## src/rtl/frame_builder.sv

```systemverilog
// Transmit-side frame builder: latches a payload on start and emits
// HDR, LEN, CMD, D[0..N-1], CHK, TAIL over a valid/ready byte handshake.
module frame_builder #(
  parameter int         N_BYTES   = 8,
  parameter logic [7:0] HDR_BYTE  = 8'h52,
  parameter logic [7:0] CMD_BYTE  = 8'h01,
  parameter logic [7:0] TAIL_BYTE = 8'h9A
) (
  input  logic                   clk,
  input  logic                   rst_n,
  input  logic                   start,
  input  logic [8*N_BYTES-1:0]   payload,
  output logic [7:0]             tx_data,
  output logic                   tx_valid,
  input  logic                   tx_ready,
  output logic                   busy,
  output logic                   done
);

  localparam int         PW       = 8 * N_BYTES;
  localparam int         CNT_W    = $clog2(N_BYTES) + 1;
  localparam logic [7:0] LEN_BYTE = 8'(N_BYTES + 5);
  localparam logic [7:0] SUM_INIT = HDR_BYTE + LEN_BYTE + CMD_BYTE + TAIL_BYTE;
  localparam logic [CNT_W-1:0] LAST_CNT = CNT_W'(N_BYTES - 1);

  typedef enum logic [2:0] {
    S_IDLE = 3'd0,
    S_HDR  = 3'd1,
    S_LEN  = 3'd2,
    S_CMD  = 3'd3,
    S_DATA = 3'd4,
    S_CHK  = 3'd5,
    S_TAIL = 3'd6,
    S_DONE = 3'd7
  } state_t;

  state_t           state_r;
  logic [PW-1:0]    payload_r;
  logic [CNT_W-1:0] cnt_r;
  logic [7:0]       sum_r;
  logic [7:0]       sum_add_s;
  logic             xfer_s;

  // Checksum byte that brings the 8-bit sum of the whole frame to 0xFF.
  function automatic logic [7:0] chk_byte(input logic [7:0] sum);
    return 8'hFF - sum;
  endfunction

  assign xfer_s    = tx_valid & tx_ready;
  assign sum_add_s = sum_r + tx_data;

  // Frame sequencer; every output is driven from here so all are registered.
  always_ff @(posedge clk) begin
    if (!rst_n) begin
      state_r   <= S_IDLE;
      payload_r <= '0;
      cnt_r     <= '0;
      sum_r     <= 8'h00;
      tx_data   <= 8'h00;
      tx_valid  <= 1'b0;
      busy      <= 1'b0;
      done      <= 1'b0;
    end else begin
      done <= 1'b0;
      case (state_r)
        S_IDLE: begin
          if (start) begin
            payload_r <= payload;
            cnt_r     <= '0;
            sum_r     <= SUM_INIT;
            state_r   <= S_HDR;
            busy      <= 1'b1;
            tx_valid  <= 1'b1;
            tx_data   <= HDR_BYTE;
          end
        end
        S_HDR: begin
          if (xfer_s) begin
            state_r <= S_LEN;
            tx_data <= LEN_BYTE;
          end
        end
        S_LEN: begin
          if (xfer_s) begin
            state_r <= S_CMD;
            tx_data <= CMD_BYTE;
          end
        end
        S_CMD: begin
          if (xfer_s) begin
            state_r <= S_DATA;
            tx_data <= payload_r[PW-1 -: 8];
          end
        end
        // The byte on the bus is always the top of payload_r; shift on transfer.
        S_DATA: begin
          if (xfer_s) begin
            sum_r <= sum_add_s;
            cnt_r <= cnt_r + CNT_W'(1);
            if (cnt_r == LAST_CNT) begin
              state_r <= S_CHK;
              tx_data <= chk_byte(sum_add_s);
            end else begin
              payload_r <= {payload_r[PW-9:0], 8'h00};
              tx_data   <= payload_r[PW-9 -: 8];
            end
          end
        end
        S_CHK: begin
          if (xfer_s) begin
            state_r <= S_TAIL;
            tx_data <= TAIL_BYTE;
          end
        end
        S_TAIL: begin
          if (xfer_s) begin
            state_r  <= S_DONE;
            tx_valid <= 1'b0;
            tx_data  <= 8'h00;
            busy     <= 1'b0;
            done     <= 1'b1;
          end
        end
        S_DONE: begin
          state_r <= S_IDLE;
        end
        default: begin
          state_r  <= S_IDLE;
          tx_valid <= 1'b0;
          busy     <= 1'b0;
          tx_data  <= 8'h00;
        end
      endcase
    end
  end

endmodule

```

## config.mk

```make
export PLATFORM = sky130hd
export DESIGN_NAME = frame_builder
export DESIGN_NICKNAME = d
export VERILOG_FILES = /design/src/rtl/frame_builder.sv
export SDC_FILE = /design/constraint.sdc
export NUM_CORES = 1
export LEC_CHECK = 0
export ABC_CLOCK_PERIOD_IN_PS = 4750
export CAP_MARGIN = 25
export CORE_UTILIZATION = 45
export CTS_BUF_LIST = sky130_fd_sc_hd__clkbuf_2 sky130_fd_sc_hd__clkbuf_4 sky130_fd_sc_hd__clkbuf_8
export DETAILED_ROUTE_END_ITERATION = 12
export PLACE_DENSITY = 0.71
export SYNTH_ARGS = -nofsm -noshare
export SYNTH_HDL_FRONTEND = slang
export SYNTH_SLANG_ARGS = --single-unit
```

## constraint.sdc

```tcl
create_clock -name clk -period 4.75 [get_ports clk]
set_input_delay 0.95 -clock clk [delete_from_list [all_inputs] [get_ports clk]]
set_output_delay 0.95 -clock clk [all_outputs]
set_load 0.02 [all_outputs]
```

==> metrics.cfg, run 1 <==
[run_status]
status=complete, no violations

[clock_tree]
cts_htree_levels=3
cts_setup_buffers=0
cts.sinks=89
cts_tree=done
clk_path_buf_depth=2
cts_buffers=9
insertion_delay_ns=0.35
clkTransAtPathRegs_ns=0.08
cts_resized=0
root_buffer=clkbuf_8
hold_buffers=0

[setup_path]
critPathRequiredTime_ns=5.00
path_cells=clkdlybuf4s50_1, nor4b_2, buf_4, a41oi_2, a21oi_4, buf_12, nor2_1, a311oi_1
rr_worst_depth=7
worstPathMaxFanout=114
arrival_ns=3.07
crit_slowest_cell=clkdlybuf4s50_1
critPathLaunchType=input pin
reg2reg_slack_ns=1.97
critPathTopFamily=buffers and inverters
max_stage_delay_ns=0.51
worstReg2RegStart=state_r[1]
startpoint=start
cp_num_buf_inv=3
reg2reg_to=payload_r[60]
cp-end-kind=flop
cp-endpoint=payload_r[60]
crit_type=input pin to flop
cp_num_cells=8

[final_layout]
mostFrequentLayoutCell=dfxtp_1
n_fill_cell=889
multiInputGateArea_um2=2350
syn2layout_area_growth_pct=23.2
postLayoutCoreUtil_pct=57.8
nets=673
seqCellArea_um2=1780
layout_common_cells=dfxtp_1, nor2_1, clkdlybuf4s50_1
drive_gt1_share_pct=5.33
n_antenna_cell=0

[floorplanning]
die_area_um2=10100
die_h_um=101
fp.coreArea_um2=9330
ios=79
rows=35
initial_core_util_pct=46.9
die_w_um=101

[sta]
skew_ns=0.00766
post-route-period-util_pct=59.5
min_period_ns=2.83
setup_viol=0
maxSlewViolCount=0
finalSetupTns_ns=0
worst_pin_slew_ns=0.874
final-hold-violation-count=0
rsz0062_at_grt=false
timing.fmax_mhz=354
slew_headroom_pct=41.7

[global_route]
antenna_found_initial=0
grt.busiest_layer=met2
grt_first_pass_wirelength_um=18800
grt-ovfl-total=0
grt_util_met2_pct=38.3
use_met1_pct=30.8
grt_max_degree=115
track_usage_pct=23.0
grt_pass1_vias=3959
met3_usage_pct=2.91

[logic_synthesis]
postSynthCellCount=552
synth_edf_count=0
ys.flop_type=dfxtp_1
ys_seq_elements=89
syn_area_um2=4370
synthDistinctLibCells=54
yosys_warnings=0
async_flop_share_pct=0
avgSynthCellArea_um2=7.92
synthesis.nets=629
ys_seq_area_share_pct=40.7

[route]
first_iter_violations=290
via_per_inst=5.83
ant_nets=0
drc=0
wl_per_cell_um=15.6
dr.pass1.iters=7
num_vias=4248
drt_wl_total_um=11300

[job]
maxCapViolations=0

[power_and_ir_drop]
ir_drop_uv=182
p_leak_nw=1.94
p_per_area_nw_per_um2=331

[placed_design]
hpwl_um=7530
gp_routability_congestion=0.878
io_buffers=78

[hold_path]
hold_class=flop to flop
min-delay-start=payload_r[6]

## how the worst min path moves through the flow
stage / end / cells after the start
floorplan: payload_r[6] / 2
global placement: payload_r[7] / 2
detailed placement: payload_r[6] / 2
CTS: payload_r[6] / 2
global route: payload_r[6] / 2
finish: payload_r[6] / 2
## synthesized netlist by cell type (3+ instances only)
master	instances	area share, %
a22oi_1	9	1.5
dfxtp_1	89	41
nor2_1	86	7.4
ha_1	8	2.3
nor3_1	4	0.46
nand3_1	62	7.1
xor2_1	3	0.60
inv_1	9	0.77
buf_2	11	1.3
a21o_1	3	0.51
o211ai_1	5	0.86
nand2b_1	5	0.72
nand4_1	3	0.43
a311oi_1	56	11
a211oi_1	5	0.86
xnor2_1	3	0.60
nand2_1	73	6.3
o21ai_0	14	1.6
clkbuf_1	34	2.9
buf_1	3	0.26
a21oi_1	23	2.6
## worst reg2reg max path: stages, from the launching register on
cell and delay [ns]:
dfxtp_1 0.51, nor2_4 0.18, buf_4 0.57, a41oi_2 0.39
a21oi_4 0.25, buf_12 0.40, nor2_1 0.11, a311oi_1 0.28
## cell type report
| type | count | share of cell area, % |
|---|---|---|
| inverter | 9 | 0.627 |
| timing repair buffer | 84 | 15.8 |
| clock inverter | 6 | 1.56 |
| sequential | 89 | 33.1 |
| multi-input combinational | 403 | 43.6 |
| tap | 129 | 3.00 |
| clock buffer | 9 | 2.30 |
## sequential cells by signal, summed over array words and instances, names as in the netlist
register   flops
busy           1
cnt_r          4
done           1
payload_r     64
state_r        3
sum_r          8
tx_data        8
## where the power goes
group	switching, mW	total [mW]	leakage, nW	internal (mW)
sequential	0.0529	0.868	0.735	0.815
clock	0.267	0.559	0.109	0.292
combinational	0.192	0.356	1.09	0.164
total	0.512	1.78	1.94	1.27
## kinds of logic after synthesis
logic type,share of synthesized area [%]
and+or+nand+nor,25.0
DFF,40.7
xor gates and xnor gates,1.20
muxes,0.229
adders and majority gates,2.75
AOI/OAI and AO/OA,24.3
buffers and inverters,5.81
## per-layer routing
layer / share of wire [%] / wire [um]
met1: 46 / 5180
met2: 48 / 5410
met3: 5.0 / 569
met4: 1.7 / 191
met5: 0 / 0
## stage by stage
stage | area, um2 | worst slack (ns) | instances | power, mW | hold WS [ns]
after floorplan | 4370 | 2.53 | 552 | 1.10 | 0.432
after global placement | 5160 | 1.66 | 713 | 1.23 | 0.441
after detailed placement | 5180 | 1.61 | 714 | 1.24 | 0.449
after CTS | 5390 | 1.97 | 729 | 1.79 | 0.459
after global routing | 5390 | 1.70 | 729 | 1.86 | 0.486
final | 5390 | 1.92 | 729 | 1.78 | 0.460
Power figures use the tool's default switching activity.
==> run 2: changes to the inputs <==
--- a/config.mk
+++ b/config.mk
@@ -5,12 +5,12 @@
 export SDC_FILE = /design/constraint.sdc
 export NUM_CORES = 1
 export LEC_CHECK = 0
-export ABC_CLOCK_PERIOD_IN_PS = 4750
+export ABC_CLOCK_PERIOD_IN_PS = 2600
 export CAP_MARGIN = 25
 export CORE_UTILIZATION = 45
 export CTS_BUF_LIST = sky130_fd_sc_hd__clkbuf_2 sky130_fd_sc_hd__clkbuf_4 sky130_fd_sc_hd__clkbuf_8
 export DETAILED_ROUTE_END_ITERATION = 12
-export PLACE_DENSITY = 0.71
+export PLACE_DENSITY = 0.74
 export SYNTH_ARGS = -nofsm -noshare
 export SYNTH_HDL_FRONTEND = slang
 export SYNTH_SLANG_ARGS = --single-unit
==> constraint.sdc (replaced) <==
create_clock -name clk -period 2.6 [get_ports clk]
set_input_delay 0.52 -clock clk [delete_from_list [all_inputs] [get_ports clk]]
set_output_delay 0.52 -clock clk [all_outputs]
set_load 0.02 [all_outputs]
==> metrics.cfg, run 2 (same netlist as run 1, synthesis figures left out) <==
[sta]
rsz0062_at_grt=false
timing.fmax_mhz=453
maxSlewViolCount=0  ; unchanged
slew_headroom_pct=56.5  ; +15 points
worst_pin_slew_ns=0.652  ; -0.222 ns
min_period_ns=2.21
post-route-period-util_pct=84.9
finalSetupTns_ns=0  ; unchanged
final-hold-violation-count=0  ; unchanged
setup_viol=0  ; unchanged
holdWs_ns=0.463  ; +0.00309 ns
skew_ns=0.00786  ; +0.000207 ns

[placed_design]
gp_routability_congestion=0.868  ; -1.2%
place_inst=719  ; +0.70%
hpwl_um=7610  ; +1.1%
io_buffers=78  ; unchanged

[clock_tree]
cts_setup_buffers=0  ; unchanged
insertion_delay_ns=0.36  ; about the same
cts.sinks=89  ; unchanged
cts_buffers=9  ; unchanged
clk_path_buf_depth=2  ; unchanged
cts_htree_levels=3  ; unchanged
hold_buffers=0  ; unchanged
clkTransAtPathRegs_ns=0.08  ; about the same
root_buffer=clkbuf_8
cts_resized=0  ; unchanged
cts_tree=done

[setup_path]
arrival_ns=2.45  ; -0.62 ns
critPathLaunchType=flop
cp-end-kind=flop
worstPathMaxFanout=3  ; -97%
crit_type=flop to flop
critPathRequiredTime_ns=2.84  ; -2.16 ns

[final_layout]
n_antenna_cell=0  ; unchanged
syn2layout_area_growth_pct=25.3
stdcell_count=734  ; +0.69%
drive_gt1_share_pct=6.12  ; +0.78 points
mostFrequentLayoutCell=dfxtp_1
nets=678  ; +0.74%
layout_common_cells=dfxtp_1, nor2_1, clkdlybuf4s50_1
largest_reg_flops=64  ; unchanged
reg_top3=payload_r x64, sum_r x8, tx_data x8
top_register=payload_r
n_fill_cell=856  ; -3.7%

[global_route]
grt-ovfl-total=0  ; unchanged
grt_max_degree=94  ; -18%
track_usage_pct=22.3  ; -0.75 points
antenna_found_initial=0  ; unchanged
grt_pass1_vias=3857  ; -2.6%
grt_first_pass_wirelength_um=18000  ; -4.5%

[power_and_ir_drop]
p_leak_nw=1.98  ; +2.3%
p_per_area_nw_per_um2=617  ; +86%
ir_drop_uv=283  ; +55%

[route]
first_iter_violations=244  ; -16%
wl_per_cell_um=15.3  ; -1.9%
ant_nets=0  ; unchanged
via_per_inst=5.75  ; -1.2%
dr.pass1.iters=4  ; -3
drc=0  ; unchanged
num_vias=4224  ; -0.56%
drt_wl_total_um=11200  ; -1.2%

[floorplanning]
fp.coreArea_um2=9330  ; unchanged
ios=79  ; unchanged
die_area_um2=10100  ; unchanged
rows=35  ; unchanged
initial_core_util_pct=46.9  ; unchanged
die_w_um=101  ; unchanged
die_h_um=101  ; unchanged

[job]
maxCapViolations=0  ; unchanged

[hold_path]
hold_class=flop to flop

[run_status]
status=complete, no violations

## run 2: cell count changes in the layout (fill, tap and decap cells not counted), sizes merged
cell    delta
clkinv     -4
clkbuf     +3
buf        +5
bufinv     +1
## run 2: power breakdown
part | internal, mW | leakage, nW | total (mW) | switching, mW
Sequential | 1.49 | 0.735 | 1.59 | 0.0959
Combinational | 0.312 | 1.13 | 0.663 | 0.351
Clock | 0.666 | 0.121 | 1.13 | 0.466
## run 2: area by class of cell
| cell class | count | area, um2 | area share (%) |
|---|---|---|---|
| Tap cell | 129 | 161 | 2.95 |
| Multi-Input combinational cell | 403 | 2350 | 42.9 |
| Sequential cell | 89 | 1780 | 32.5 |
| Inverter | 9 | 33.8 | 0.616 |
| Clock buffer | 12 | 146 | 2.67 |
| Timing Repair Buffer | 89 | 913 | 16.7 |
| Clock inverter | 3 | 90.1 | 1.64 |
## run 2: worst paths after layout
path                  endpoint  slack [ns]  depth (start not counted)          from
hold reg to reg   payload_r[7]        0.46                          2  payload_r[7]
setup reg to reg    tx_data[6]        0.39                          8    tx_data[0]
setup / recovery    tx_data[6]        0.39                          8    tx_data[0]
hold / removal    payload_r[7]        0.46                          2  payload_r[7]
## run 2: stage by stage
step	worst slack [ns]	area, um2	utilization (%)	power [mW]
2_1_floorplan	0.532	4370	-	2.02
3_3_place_gp	0.269	5240	56.2	2.25
3_5_place_dp	0.157	5240	56.2	2.27
4_1_cts	0.380	5480	58.8	3.39
5_1_grt	0.165	5480	58.8	3.53
6_report	0.392	5480	58.8	3.38
## run 2: per-layer routing
metal  track usage [%]  vias up  wire length, um
met4              7.80        0              200
met5                 0        -                0
li1                  -     2107                -
met3              4.51       18              551
met2              36.7      124             5480
met1              29.0     1975             4970
## run 2: worst max-delay path: stages (launching register included)
cell       delay, ns
dfxtp_1         0.38
ha_1            0.22
inv_1           0.07
fa_1            0.43
nand2b_1        0.20
a2111oi_0       0.40
a211oi_1        0.12
o21ai_0         0.16
a31oi_1         0.10
